===== config.mk =====
export PLATFORM = sky130hd
export DESIGN_NAME = iram_access_seq
export DESIGN_NICKNAME = d
export VERILOG_FILES = /design/src/rtl/iram_access_seq.sv
export SDC_FILE = /design/constraint.sdc
export NUM_CORES = 1
export LEC_CHECK = 0
export CAP_MARGIN = 10
export CORE_ASPECT_RATIO = 0.5
export CORE_MARGIN = 2
export CORE_UTILIZATION = 25
export CTS_CLUSTER_SIZE = 16
export DETAILED_ROUTE_END_ITERATION = 10
export GPL_TIMING_DRIVEN = 1
export MAX_ROUTING_LAYER = met4
export SETUP_SLACK_MARGIN = 0.4
export SLEW_MARGIN = 30
export SYNTH_ARGS = -nofsm -noshare
export SYNTH_HDL_FRONTEND = slang
export SYNTH_SLANG_ARGS = --single-unit

===== constraint.sdc =====
create_clock -name clk -period 2.9 [get_ports clk]
set_clock_uncertainty 0.1 [all_clocks]
set_input_delay 0.58 -clock clk [delete_from_list [all_inputs] [get_ports clk]]
set_output_delay 0.58 -clock clk [all_outputs]
set_load 0.01 [all_outputs]

===== src/rtl/iram_access_seq.sv =====
// Sequencer in front of the 8051 internal data RAM. It turns one CPU request into DATARAM
// chip-select cycles, resolves bank, bit and @Ri addresses, owns SP and returns one response.
module iram_access_seq #(
    parameter logic [7:0] SP_RESET = 8'h07,
    parameter logic [7:0] IRAM_TOP = 8'h7F
) (
    input  logic       clk,
    input  logic       reset,
    input  logic       req_valid,
    output logic       req_ready,
    input  logic [2:0] req_op,
    input  logic [7:0] req_addr,
    input  logic [7:0] req_data,
    input  logic       req_bit,
    input  logic [1:0] rs,
    output logic       rsp_valid,
    output logic [7:0] rsp_data,
    output logic       rsp_bit,
    output logic       rsp_err,
    output logic [7:0] sp,
    output logic       ram_cs,
    output logic       ram_rw,
    output logic       ram_bb,
    output logic [7:0] ram_addr,
    output logic [7:0] ram_pos,
    output logic [7:0] ram_din,
    output logic       ram_bin,
    input  logic [7:0] ram_dout,
    input  logic       ram_bout
);

    typedef enum logic [2:0] {IDLE, PTR, PCAP, ACC, CAP, RESP} state_t;
    typedef enum logic [2:0] {
        OP_RDD = 3'b000, OP_WRD = 3'b001, OP_RDI = 3'b010, OP_WRI = 3'b011,
        OP_RDB = 3'b100, OP_WRB = 3'b101, OP_PUSH = 3'b110, OP_POP = 3'b111
    } op_t;

    state_t     state_q, state_d;
    op_t        op_q, op_d;
    logic [7:0] addr_q, addr_d;
    logic [7:0] data_q, data_d;
    logic       bit_q, bit_d;
    logic [1:0] rs_q, rs_d;
    logic [7:0] ptr_q, ptr_d;
    logic       err_q, err_d;
    logic [7:0] sp_q, sp_d;
    logic [7:0] rsp_data_q, rsp_data_d;
    logic       rsp_bit_q, rsp_bit_d;

    function automatic logic op_is_read(input op_t op);
        return op inside {OP_RDD, OP_RDI, OP_RDB, OP_POP};
    endfunction

    // Out-of-range conditions that are already known when the request is accepted.
    function automatic logic accept_err(input op_t op, input logic [7:0] a, input logic [7:0] s);
        logic e;
        e = 1'b0;
        case (op)
            OP_RDD, OP_WRD: e = (a > IRAM_TOP);
            OP_RDB, OP_WRB: e = a[7];
            OP_PUSH:        e = ((s + 8'd1) > IRAM_TOP);
            OP_POP:         e = (s > IRAM_TOP);
            default:        e = 1'b0;
        endcase
        return e;
    endfunction

    // NOTE: non-blocking assignments on every flop so all state updates on an edge see the same old values.
    always_ff @(posedge clk or negedge reset) begin
        if (!reset) begin
            state_q    <= IDLE;
            op_q       <= OP_RDD;
            addr_q     <= 8'h00;
            data_q     <= 8'h00;
            bit_q      <= 1'b0;
            rs_q       <= 2'b00;
            ptr_q      <= 8'h00;
            err_q      <= 1'b0;
            sp_q       <= SP_RESET;
            rsp_data_q <= 8'h00;
            rsp_bit_q  <= 1'b0;
        end else begin
            state_q    <= state_d;
            op_q       <= op_d;
            addr_q     <= addr_d;
            data_q     <= data_d;
            bit_q      <= bit_d;
            rs_q       <= rs_d;
            ptr_q      <= ptr_d;
            err_q      <= err_d;
            sp_q       <= sp_d;
            rsp_data_q <= rsp_data_d;
            rsp_bit_q  <= rsp_bit_d;
        end
    end

    always_comb begin
        state_d = state_q;
        case (state_q)
            IDLE: if (req_valid)
                      state_d = (op_t'(req_op) inside {OP_RDI, OP_WRI}) ? PTR : ACC;
            PTR:  state_d = PCAP;
            PCAP: state_d = ACC;
            ACC:  state_d = (op_is_read(op_q) && !err_q) ? CAP : RESP;
            CAP:  state_d = RESP;
            RESP: state_d = IDLE;
            default: state_d = IDLE;
        endcase
    end

    // NOTE: every variable gets a default before the case so no path infers a latch.
    always_comb begin
        op_d       = op_q;
        addr_d     = addr_q;
        data_d     = data_q;
        bit_d      = bit_q;
        rs_d       = rs_q;
        ptr_d      = ptr_q;
        err_d      = err_q;
        sp_d       = sp_q;
        rsp_data_d = rsp_data_q;
        rsp_bit_d  = rsp_bit_q;
        case (state_q)
            IDLE: if (req_valid) begin
                op_d   = op_t'(req_op);
                addr_d = req_addr;
                data_d = req_data;
                bit_d  = req_bit;
                rs_d   = rs;
                err_d  = accept_err(op_t'(req_op), req_addr, sp_q);
            end
            PCAP: begin
                ptr_d = ram_dout;
                err_d = (ram_dout > IRAM_TOP);
            end
            ACC: begin
                // SP moves even when the stack access itself was suppressed as out of range.
                if (op_q == OP_PUSH) sp_d = sp_q + 8'd1;
                if (op_q == OP_POP)  sp_d = sp_q - 8'd1;
            end
            CAP: begin
                if (op_q == OP_RDB) rsp_bit_d  = ram_bout;
                else                rsp_data_d = ram_dout;
            end
            default: ;
        endcase
    end

    always_comb begin
        req_ready = (state_q == IDLE);
        rsp_valid = (state_q == RESP);
        rsp_err   = (state_q == RESP) && err_q;
        ram_cs    = 1'b1;
        ram_rw    = 1'b1;
        ram_bb    = 1'b1;
        ram_addr  = 8'h00;
        ram_pos   = 8'h00;
        ram_din   = 8'h00;
        ram_bin   = 1'b0;
        if (state_q == PTR) begin
            ram_cs   = 1'b0;
            ram_addr = {3'b000, rs_q, 2'b00, addr_q[0]};
        end else if (state_q == ACC && !err_q) begin
            ram_cs = 1'b0;
            ram_rw = op_is_read(op_q);
            case (op_q)
                OP_RDD, OP_WRD: ram_addr = addr_q;
                OP_RDI, OP_WRI: ram_addr = ptr_q;
                OP_RDB, OP_WRB: begin
                    ram_bb   = 1'b0;
                    ram_addr = 8'h20 + {4'h0, addr_q[6:3]};
                    ram_pos  = 8'h01 << addr_q[2:0];
                end
                OP_PUSH: ram_addr = sp_q + 8'd1;
                OP_POP:  ram_addr = sp_q;
                default: ;
            endcase
            if (op_q inside {OP_WRD, OP_WRI, OP_PUSH}) ram_din = data_q;
            if (op_q == OP_WRB)                         ram_bin = bit_q;
        end
    end

    assign rsp_data = rsp_data_q;
    assign rsp_bit  = rsp_bit_q;
    assign sp       = sp_q;

endmodule


# Yosys cells after proc, flatten, opt, wreduce, memory -nomap -nowiden
# Index checks and enable logic that the tools add are counted.
dict set report totals {
  rom_bits 0
  latchBits 0
  mem_count 0
  ramBits 0
  ff_bits 51
  output_inout_bits 48
}
dict set report op_classes {
  reduce_logical 22
  order_cmp 4
  n_div 0
  n_bitwise 1
  shifts 1
  muxes 28
  eq_ne 20
  n_addsub 3
  mul 0
}
# op n
set op_table {}
lappend op_table {{$mux 8} 10}
lappend op_table {{$pmux 8 s5} 1}
lappend op_table {{$gt 8x7->1 const B} 4}
lappend op_table {{$eq 3x3->1 const B} 10}
lappend op_table {{$eq 3x2->1 const B} 6}
lappend op_table {{$pmux 3 s5} 1}
lappend op_table {{$mux 1} 12}
lappend op_table {{$reduce_and 2->1} 5}
lappend op_table {{$reduce_or 2->1} 5}
lappend op_table {{$eq 3x1->1 const B} 3}
lappend op_table {{$logic_not 3->1} 3}
lappend op_table {{$add 8x1->8 const B} 1}
lappend op_table {{$shl 1x3->8 const A} 1}
lappend op_table {{$sub 8x1->8 const B} 1}
lappend op_table {{$add 6x4->7 const A} 1}
lappend op_table {{$reduce_bool 2->1} 3}
lappend op_table {{$pmux 1 s4} 1}
lappend op_table {{$reduce_bool 4->1} 1}
lappend op_table {{$logic_and 1x1->1} 3}
lappend op_table {{$mux 3} 1}
lappend op_table {{$reduce_bool 3->1} 1}
lappend op_table {{$mux 2} 1}
lappend op_table {{$ne 2x2->1 const B} 1}
lappend op_table {{$pmux 1 s2} 1}
lappend op_table {{2 further kinds} 2}

# Depth between registers and ports, before layout
# Gate-level depths: netlist of the first run.
dict set report depth {
  ltp_word 5
  ltp_mapped 7
}

# Worst setup path after synthesis of the first run
# Ideal clock, no wire load.
dict set report synth_path {
  kind {register to output}
  startpoint {register sp_q[0], in the netlist sp[0]}
  endpoint {output ram_addr[7]}
  path_slack_ps 443
  required_ps 2220
  path_stages_with_launch 6
  arrival_ps 1777
  cell_sequence {dfstp_2 > buf_2 > nand4_4 > or3_1 > xor2_1 > a221oi_1}
}
dict set report synth_between {
  elab_chain_len 4
}
# item line
set synth_rtl {}
lappend synth_rtl {{start: declaration} 46} ;# logic [7:0] sp_q, sp_d;
lappend synth_rtl {{start signal: assignment} 91} ;# sp_q <= sp_d;
lappend synth_rtl {{$add 8x1->8} 174} ;# OP_PUSH: ram_addr = sp_q + 8'd1;
lappend synth_rtl {{$pmux 8 s5} 166} ;# case (op_q)
lappend synth_rtl {{$mux 8} 163} ;# end else if (state_q == ACC && !err_q) begin
lappend synth_rtl {{$mux 8} 160} ;# if (state_q == PTR) begin
lappend synth_rtl {{end: declaration} 24} ;# output logic [7:0] ram_addr,
# Every way passes these cells.

# Worst setup path in the final report of the first run
dict set report layout_path {
  startpoint {register sp_q[0], in the netlist sp[0]}
  endpoint {output ram_addr[2]}
}
# The elaborated chain is that of the path after synthesis.

==> impl_metrics.sql, run 1 <==
INSERT INTO impl_metrics (metric_group, metric, value, unit) VALUES
('finish', 'nNetsFinal', '419', ''),
('clock_tree', 'cts_tree', 'built', ''),
('power_and_ir_drop', 'netSwitchingPower', '1.71', 'mW'),
('global_route', 'global_route.overflow_total', '0', ''),
('drt', 'routedWlPerCell', '15.8', 'µm'),
('critical_path', 'cp_data_arrival_time', '2.02', 'ns'),
('global_route', 'grt_antenna_before_repair', '0', ''),
('critical_path', 'rrSetupSlack', '0.91', 'ns'),
('synthesis', 'synth_edf_count', '0', ''),
('clock_tree', 'cts_num_sinks', '51', ''),
('worst_hold_path', 'hp-class', 'in2async', ''),
('finish', 'postLayoutCoreUtil', '40.0', '%'),
('critical_path', 'critical_path.slowest_cell', 'dfstp_2', ''),
('global_route', 'largest_net_degree_at_the_start_of_global_routing', '29', ''),
('power_and_ir_drop', 'power_frac_clock', '13.8', '%'),
('placement', 'place_hpwl', '5860', 'µm'),
('finish', 'share_of_cells_above_drive_strength_1', '42.7', '%'),
('die', 'die_area', '0.0124', 'mm²'),
('clock_tree', 'number_of_hold_repair_buffers_added_at_the_cts_stage', '0', ''),
('sta', 'max-slew-margin-rel', '56.3', '%'),
('power_and_ir_drop', 'leakage', '1.84', 'nW'),
('power_and_ir_drop', 'power.share.combinational', '55.9', '%'),
('flow_run', 'drv.max_cap_violation_count', '0', ''),
('power_and_ir_drop', 'cellInternalPower', '2.79', 'mW'),
('sta', 'rsz_0062_raised_after_global_routing', 'yes', ''),
('critical_path', 'timing.critical_path.cells', 'buf_6 > ha_4 > nand2b_4 > xnor2_1 > mux4_2 > and2_4 > buf_6', ''),
('drt', 'drtIter0Drc', '134', ''),
('global_route', 'first_global_vias', '2437', ''),
('synthesis', 'postSynthRegisterBits', '51', ''),
('synthesis', 'netlist_instances', '262', ''),
('critical_path', 'critPathMaxStageDelay', '0.58', 'ns'),
('global_route', 'grt_usage', '13.5', '%'),
('finish', 'areaGrowthSynthToFinish', '55.0', '%'),
('sta', 'fmax', '0.371', 'GHz'),
('die', 'io_pins', '82', ''),
('drt', 'wirelength', '8350', 'µm'),
('synthesis', 'ys_types', '56', ''),
('clock_tree', 'clock_insertion_delay_worst_skew', '0.29', 'ns'),
('synthesis', 'synth-async-reset-ratio', '100', '%'),
('sta', 'min_period_over_period', '93.0', '%'),
('sta', 'fin_crit', '2.70', 'ns'),
('clock_tree', 'clk_path_buf_depth', '2', ''),
('drt', 'detailroute.via_count', '2437', ''),
('sta', 'totalNegativeSetupSlack', '0', 'ns'),
('critical_path', 'rr_endpoint', 'ptr_q[1]$_DFFE_PN0P_', ''),
('synthesis', 'synth_sequential_area_ratio', '44.8', '%'),
('die', 'die_w', '155', 'µm'),
('clock_tree', 'h-tree-depth', '2', ''),
('power_and_ir_drop', 'irDropWorstVdd', '0.382', 'mV'),
('finish', 'n_fill_cell', '1087', ''),
('clock_tree', 'worst_setup_hold_path_clk_slew', '0.07', 'ns'),
('sta', 'timing_hold_violations_final', '0', ''),
('finish', 'area_occupied_by_multi_input_gates', '0.00165', 'mm²'),
('die', 'chipHeight', '79.6', 'µm'),
('clock_tree', 'cts_made_buffers', '5', ''),
('global_route', 'grt_first_pass_wirelength', '12600', 'µm'),
('drt', 'detailedRoute.firstPassIterationCount', '4', ''),
('sta', 'final_max_slew_viols', '0', ''),
('drt', 'detail_route.drc_violations', '0', ''),
('run_status', 'run_status', 'finished, final reports clean', ''),
('synthesis', 'synth-main-ff-cell', 'dfrtp_1', ''),
('critical_path', 'worstSetupEndpoint', 'ram_addr[2]', ''),
('drt', 'number_of_routed_nets_with_antenna_violations', '0', ''),
('die', 'initial_utilization', '25.8', '%'),
('clock_tree', 'cts.root.buffer_cell', 'clkbuf_16', ''),
('critical_path', 'worstPathMaxFanout', '3', ''),
('critical_path', 'data_required_time_of_the_worst_path', '2.22', 'ns'),
('synthesis', 'synthesis.area', '0.00286', 'mm²'),
('synthesis', 'syn_nets', '298', ''),
('synthesis', 'synth.avg_cell_area', '10.9', 'µm²'),
('finish', 'insertedDiodeCount', '0', '');
## cells in the mapped netlist (2+ instances only)
library cell  number  area [µm²]
nor3b_1            3        22.5
buf_4              3        22.5
ha_1               2        25.0
and2_1            10        62.6
buf_2              9        45.0
dfstp_2            3        78.8
inv_1              5        18.8
mux2_2            40         450
xnor2_1            9        78.8
nor2_1            15        56.3
dfrtp_1           48        1200
a21oi_1           10        50.1
xor2_1             7        61.3
mux2i_1            2        20.0
nor2b_1            3        18.8
a31oi_1            2        12.5
o21ai_0           10        50.1
nand2b_1           7        43.8
buf_6              3        33.8
nand3_1            9        45.0
a211oi_1           2        15.0
or3_1              2        12.5
nand2_1           13        48.8
nor3_1            13        65.1
## cells by family (layout without fill, tap and decap cells)
kind of cell / after synthesis / count (layout) / share of synthesized area, %
buffers and inverters: 22 / 144 / 4.46
muxes: 43 / 43 / 17.2
and+or+nand+nor: 93 / 93 / 20.0
DFF: 51 / 51 / 44.8
AOI/OAI and AO/OA: 35 / 35 / 7.75
xor gates and xnor gates: 16 / 16 / 4.90
adders and majority gates: 2 / 2 / 0.875
## cell type report
type	instances	area share, %
Sequential cell	51	29.0
Tap cell	145	4.09
Clock inverter	3	0.650
Clock buffer	5	2.82
Multi-Input combinational cell	189	37.2
Inverter	6	0.621
Timing Repair Buffer	130	25.6
## sequential cells by signal (all words and copies together) (netlist names)
register  cells
ptr_q         8
sp            8
data_q        8
rs_q          2
addr_q        8
rsp_bit       1
state_q       3
op_q          3
bit_q         1
err_q         1
rsp_data      8
## worst max-delay path: cells and delay by family, from the launching register on
kind	cells	cell delay [ns]
XOR/XNOR	1	0.12
AND/OR/NAND/NOR	2	0.20
adder cells (fa/ha/maj)	1	0.14
multiplexers	1	0.46
buffers and inverters	2	0.23
flip-flops	1	0.58
## worst min path at each step
| stage | start | to | slack (ns) |
|---|---|---|---|
| after CTS | reset | ptr_q[3]$_DFFE_PN0P_ | 0.23 |
| after floorplan | reset | addr_q[0]$_DFFE_PN0P_ | 0.18 |
| final | reset | sp[6]$_DFFE_PN0P_ | 0.21 |
| after detailed placement | data_q[3]$_DFFE_PN0P_ | data_q[3]$_DFFE_PN0P_ | 0.39 |
| after global placement | data_q[3]$_DFFE_PN0P_ | data_q[3]$_DFFE_PN0P_ | 0.38 |
| after global routing | reset | rsp_data[3]$_DFFE_PN0P_ | 0.25 |
## power groups by stage
stage	clock network (mW)	registers [mW]	logic (mW)
floorplan	0	1.33	1.25
global placement	0	1.38	2.01
detailed placement	0	1.38	2.02
CTS	0.642	1.35	2.23
global route	0.660	1.41	2.70
finish	0.622	1.36	2.51
## through the flow
step | power, mW | setup slack, ns | area (µm²) | cells | hold slack (ns)
finish | 4.50 | 0.203 | 4430 | 529 | 0.208
global placement | 3.39 | 0.112 | 3910 | 494 | 0.379
global route | 4.77 | 0.137 | 4430 | 529 | 0.255
CTS | 4.23 | 0.188 | 4240 | 519 | 0.234
floorplan | 2.58 | 0.443 | 2860 | 262 | 0.184
detailed placement | 3.41 | 0.0996 | 3910 | 494 | 0.387
## layout by cell type (no fill, tap or decap), types with 2 or more instances in the layout
cell	instances
clkdlybuf4s50_1	52
dfrtp_1	44
mux2_2	39
buf_4	37
buf_2	14
buf_6	13
nand2_1	12
nor2_1	10
nor3_1	10
a21oi_1	10
and2_1	9
o21ai_0	8
dlygate4sd2_1	8
xnor2_1	7
nand2b_1	6
nand3_1	6
xor2_1	6
clkbuf_16	5
nor2_2	4
dfrtp_2	4
nor3_2	3
inv_1	3
clkdlybuf4s15_1	3
dfstp_2	3
or3_4	2
nor2_4	2
inv_4	2
nand3_4	2
nand3_2	2
xnor2_2	2
a31oi_1	2
nor2b_1	2
ha_4	2
clkinv_4	2
clkbuf_2	2
## repair_timing
action	CTS	global route
pin swaps	8	11
resized for setup	91	49
setup endpoints to repair	28	23
setup buffers	17	10
## layer usage
metal | part of all wire [%] | global-route usage (%) | vias to the layer above
li1 | - | - | 1180
met1 | 46 | 16.9 | 1190
met2 | 50 | 22.4 | 53
met3 | 3.0 | 2.77 | 14
met4 | 1.7 | 4.22 | 0
met5 | 0 | - | -
Note: power is estimated with default switching activity, not from simulation.
==> run 2: changes to the inputs <==
==> constraint.sdc (replaced) <==
create_clock -name clk -period 2.3 [get_ports clk]
set_clock_uncertainty 0.1 [all_clocks]
set_input_delay 0.46 -clock clk [delete_from_list [all_inputs] [get_ports clk]]
set_output_delay 0.46 -clock clk [all_outputs]
set_load 0.01 [all_outputs]
==> impl_metrics.sql, run 2 (synthesis results as in run 1) <==
INSERT INTO impl_metrics (metric_group, metric, value, unit) VALUES
('run_status', 'run_status', 'finished, violations left', ''),
('run_status', 'failing_checks', 'negative setup slack', ''),
('global_route', 'global_route.overflow_total', '0', ''),
('finish', 'layout.cells.most_common', 'buf_6', ''),
('critical_path', 'timing.rr.start', 'sp[0]$_DFFE_PN1P_', ''),
('global_route', 'grt_antenna_before_repair', '0', ''),
('critical_path', 'worstPathMaxFanout', '4', ''),
('die', 'io_pins', '82', ''),
('power_and_ir_drop', 'power_density_cells', '1280', 'mW/mm²'),
('finish', 'share_of_cells_above_drive_strength_1', '54.4', '%'),
('placement', 'io_buffers', '81', ''),
('placement', 'preCtsSetupSlack', '-0.285', 'ns'),
('sta', 'rsz_0062_raised_after_global_routing', 'yes', ''),
('clock_tree', 'clk_path_buf_depth', '2', ''),
('critical_path', 'startpoint', 'sp[0]$_DFFE_PN1P_', ''),
('critical_path', 'worst-r2r-cell-count', '7', ''),
('clock_tree', 'cts_num_sinks', '51', ''),
('power_and_ir_drop', 'irDropWorstVdd', '0.426', 'mV'),
('clock_tree', 'cts.root.buffer_cell', 'clkbuf_16', ''),
('finish', 'regArea', '0.00128', 'mm²'),
('finish', 'areaGrowthSynthToFinish', '69.6', '%'),
('placement', 'final_replace_weighted_congestion', '0.845', ''),
('flow_run', 'drv.max_cap_violation_count', '0', ''),
('drt', 'wirelength', '8790', 'µm'),
('sta', 'final_max_slew_viols', '0', ''),
('finish', 'stdcell_count', '555', ''),
('die', 'initial_utilization', '25.8', '%'),
('global_route', 'grt_first_pass_wirelength', '14000', 'µm'),
('sta', 'tightest_slew', '0.625', 'ns'),
('drt', 'via_count_normalized_by_instance_count', '4.57', ''),
('sta', 'min_period_over_period', '110', '%'),
('global_route', 'largest_net_degree_at_the_start_of_global_routing', '27', ''),
('critical_path', 'path_class', 'reg2out', ''),
('clock_tree', 'worst_setup_hold_path_clk_slew', '0.08', 'ns'),
('finish', 'area_of_all_placed_cells_without_fillers', '0.00485', 'mm²'),
('drt', 'routedWlPerCell', '15.8', 'µm'),
('drt', 'drtIter0Drc', '108', ''),
('clock_tree', 'h-tree-depth', '2', ''),
('finish', 'top_library_cells_by_usage_in_the_layout_fill_and_taps_aside', '46 x buf_6, 44 x dfrtp_1, 41 x clkdlybuf4s50_1', ''),
('sta', 'setup_violations', '13', ''),
('placement', 'placed_instance_area', '0.00419', 'mm²'),
('drt', 'detailroute.via_count', '2539', ''),
('placement', 'placed_cell_count', '516', ''),
('drt', 'detail_route.drc_violations', '0', ''),
('sta', 'max-slew-margin-rel', '58.4', '%'),
('critical_path', 'data_required_time_of_the_worst_path', '1.74', 'ns'),
('die', 'chipHeight', '79.6', 'µm'),
('critical_path', 'critical_path.startpoint_type', 'flop', ''),
('sta', 'final_worst_setup_slack', '-0.238', 'ns'),
('finish', 'nNetsFinal', '445', ''),
('critical_path', 'rrSetupSlack', '0.36', 'ns'),
('die', 'placementRows', '27', ''),
('drt', 'number_of_routed_nets_with_antenna_violations', '0', ''),
('critical_path', 'cp_data_arrival_time', '1.98', 'ns'),
('global_route', 'first_global_vias', '2625', ''),
('die', 'die_w', '155', 'µm'),
('placement', 'place_hpwl', '6410', 'µm'),
('clock_tree', 'clock_insertion_delay_worst_skew', '0.29', 'ns'),
('die', 'fp.coreArea', '0.0111', 'mm²'),
('sta', 'timing_hold_violations_final', '0', ''),
('clock_tree', 'cts_made_buffers', '5', ''),
('power_and_ir_drop', 'power', '6.19', 'mW'),
('global_route', 'grt_usage', '15.0', '%'),
('clock_tree', 'number_of_hold_repair_buffers_added_at_the_cts_stage', '0', ''),
('finish', 'n_fill_cell', '1039', ''),
('worst_hold_path', 'hp-class', 'in2async', ''),
('sta', 'fin_crit', '2.54', 'ns'),
('critical_path', 'timing.critical_path.to_type', 'output pin', ''),
('power_and_ir_drop', 'leakage', '2.08', 'nW'),
('sta', 'fmax', '0.394', 'GHz'),
('die', 'die_area', '0.0124', 'mm²'),
('clock_tree', 'cts_tree', 'built', ''),
('finish', 'area_occupied_by_multi_input_gates', '0.00177', 'mm²'),
('drt', 'detailedRoute.firstPassIterationCount', '4', ''),
('finish', 'insertedDiodeCount', '0', '');
-- run 2: what timing repair did --
action	CTS	global route
setup endpoints to repair	40	49
buffers inserted	20	11
endpoints found under the hold margin	0	0
gates resized for setup	197	42
pin swaps	27	19
-- run 2: area by class of cell --
| cell class | instances | share of cell area (%) |
|---|---|---|
| clock buffer | 5 | 2.58 |
| clock inverter | 3 | 0.516 |
| inverter | 6 | 0.516 |
| multi-input combinational | 189 | 36.6 |
| sequential | 51 | 26.5 |
| tap | 145 | 3.74 |
| timing repair buffer | 156 | 29.5 |
-- run 2: critical path: stages, from the launching register on --
cell,delay [ns]
dfstp_2,0.59
buf_4,0.13
nand4_4,0.07
or3_4,0.35
xor2_1,0.16
a221oi_2,0.21
buf_2,0.18
-- run 2: path summary, 6_finish.rpt --
check,end
min in group clk,data_q[6]$_DFFE_PN0P_
hold reg to reg,data_q[6]$_DFFE_PN0P_
max in group asynchronous,op_q[2]$_DFFE_PN0P_
setup / recovery,ram_addr[7]
setup reg to reg,sp[6]$_DFFE_PN0P_
hold / removal,sp[7]$_DFFE_PN0P_
-- run 2: power breakdown --
group,switching [mW],total [mW],internal (mW)
Clock,0.360,0.768,0.408
Sequential,0.374,1.74,1.36
Combinational,1.61,3.68,2.07
Total,2.35,6.19,3.84
-- run 2: metal layers --
metal / global-route usage, % / vias up / routed length, µm
li1: - / 1229 / -
met1: 19.5 / 1267 / 4110
met2: 25.1 / 39 / 4400
met3: 2.66 / 4 / 214
met4: 2.57 / 0 / 71
met5: - / - / 0
-- run 2: metrics by stage --
| step | TNS [ns] | hold slack [ns] | utilization (%) |
|---|---|---|---|
| floorplan | 0 | 0.0644 | - |
| global placement | -2.17 | 0.380 | 37.8 |
| detailed placement | -2.29 | 0.387 | 37.8 |
| CTS | -1.37 | 0.102 | 41.6 |
| global route | -2.43 | 0.124 | 43.8 |
| finish | -1.19 | 0.0796 | 43.8 |
==> run 3: changes to the inputs <==
--- a/config.mk
+++ b/config.mk
@@ -9,6 +9,7 @@
 export CORE_ASPECT_RATIO = 0.5
 export CORE_MARGIN = 2
 export CORE_UTILIZATION = 25
+export CTS_CLUSTER_DIAMETER = 200
 export CTS_CLUSTER_SIZE = 16
 export DETAILED_ROUTE_END_ITERATION = 10
 export GPL_TIMING_DRIVEN = 1
==> results of run 3 <==
Final layout, timing and power as in run 2 (identical DEF).
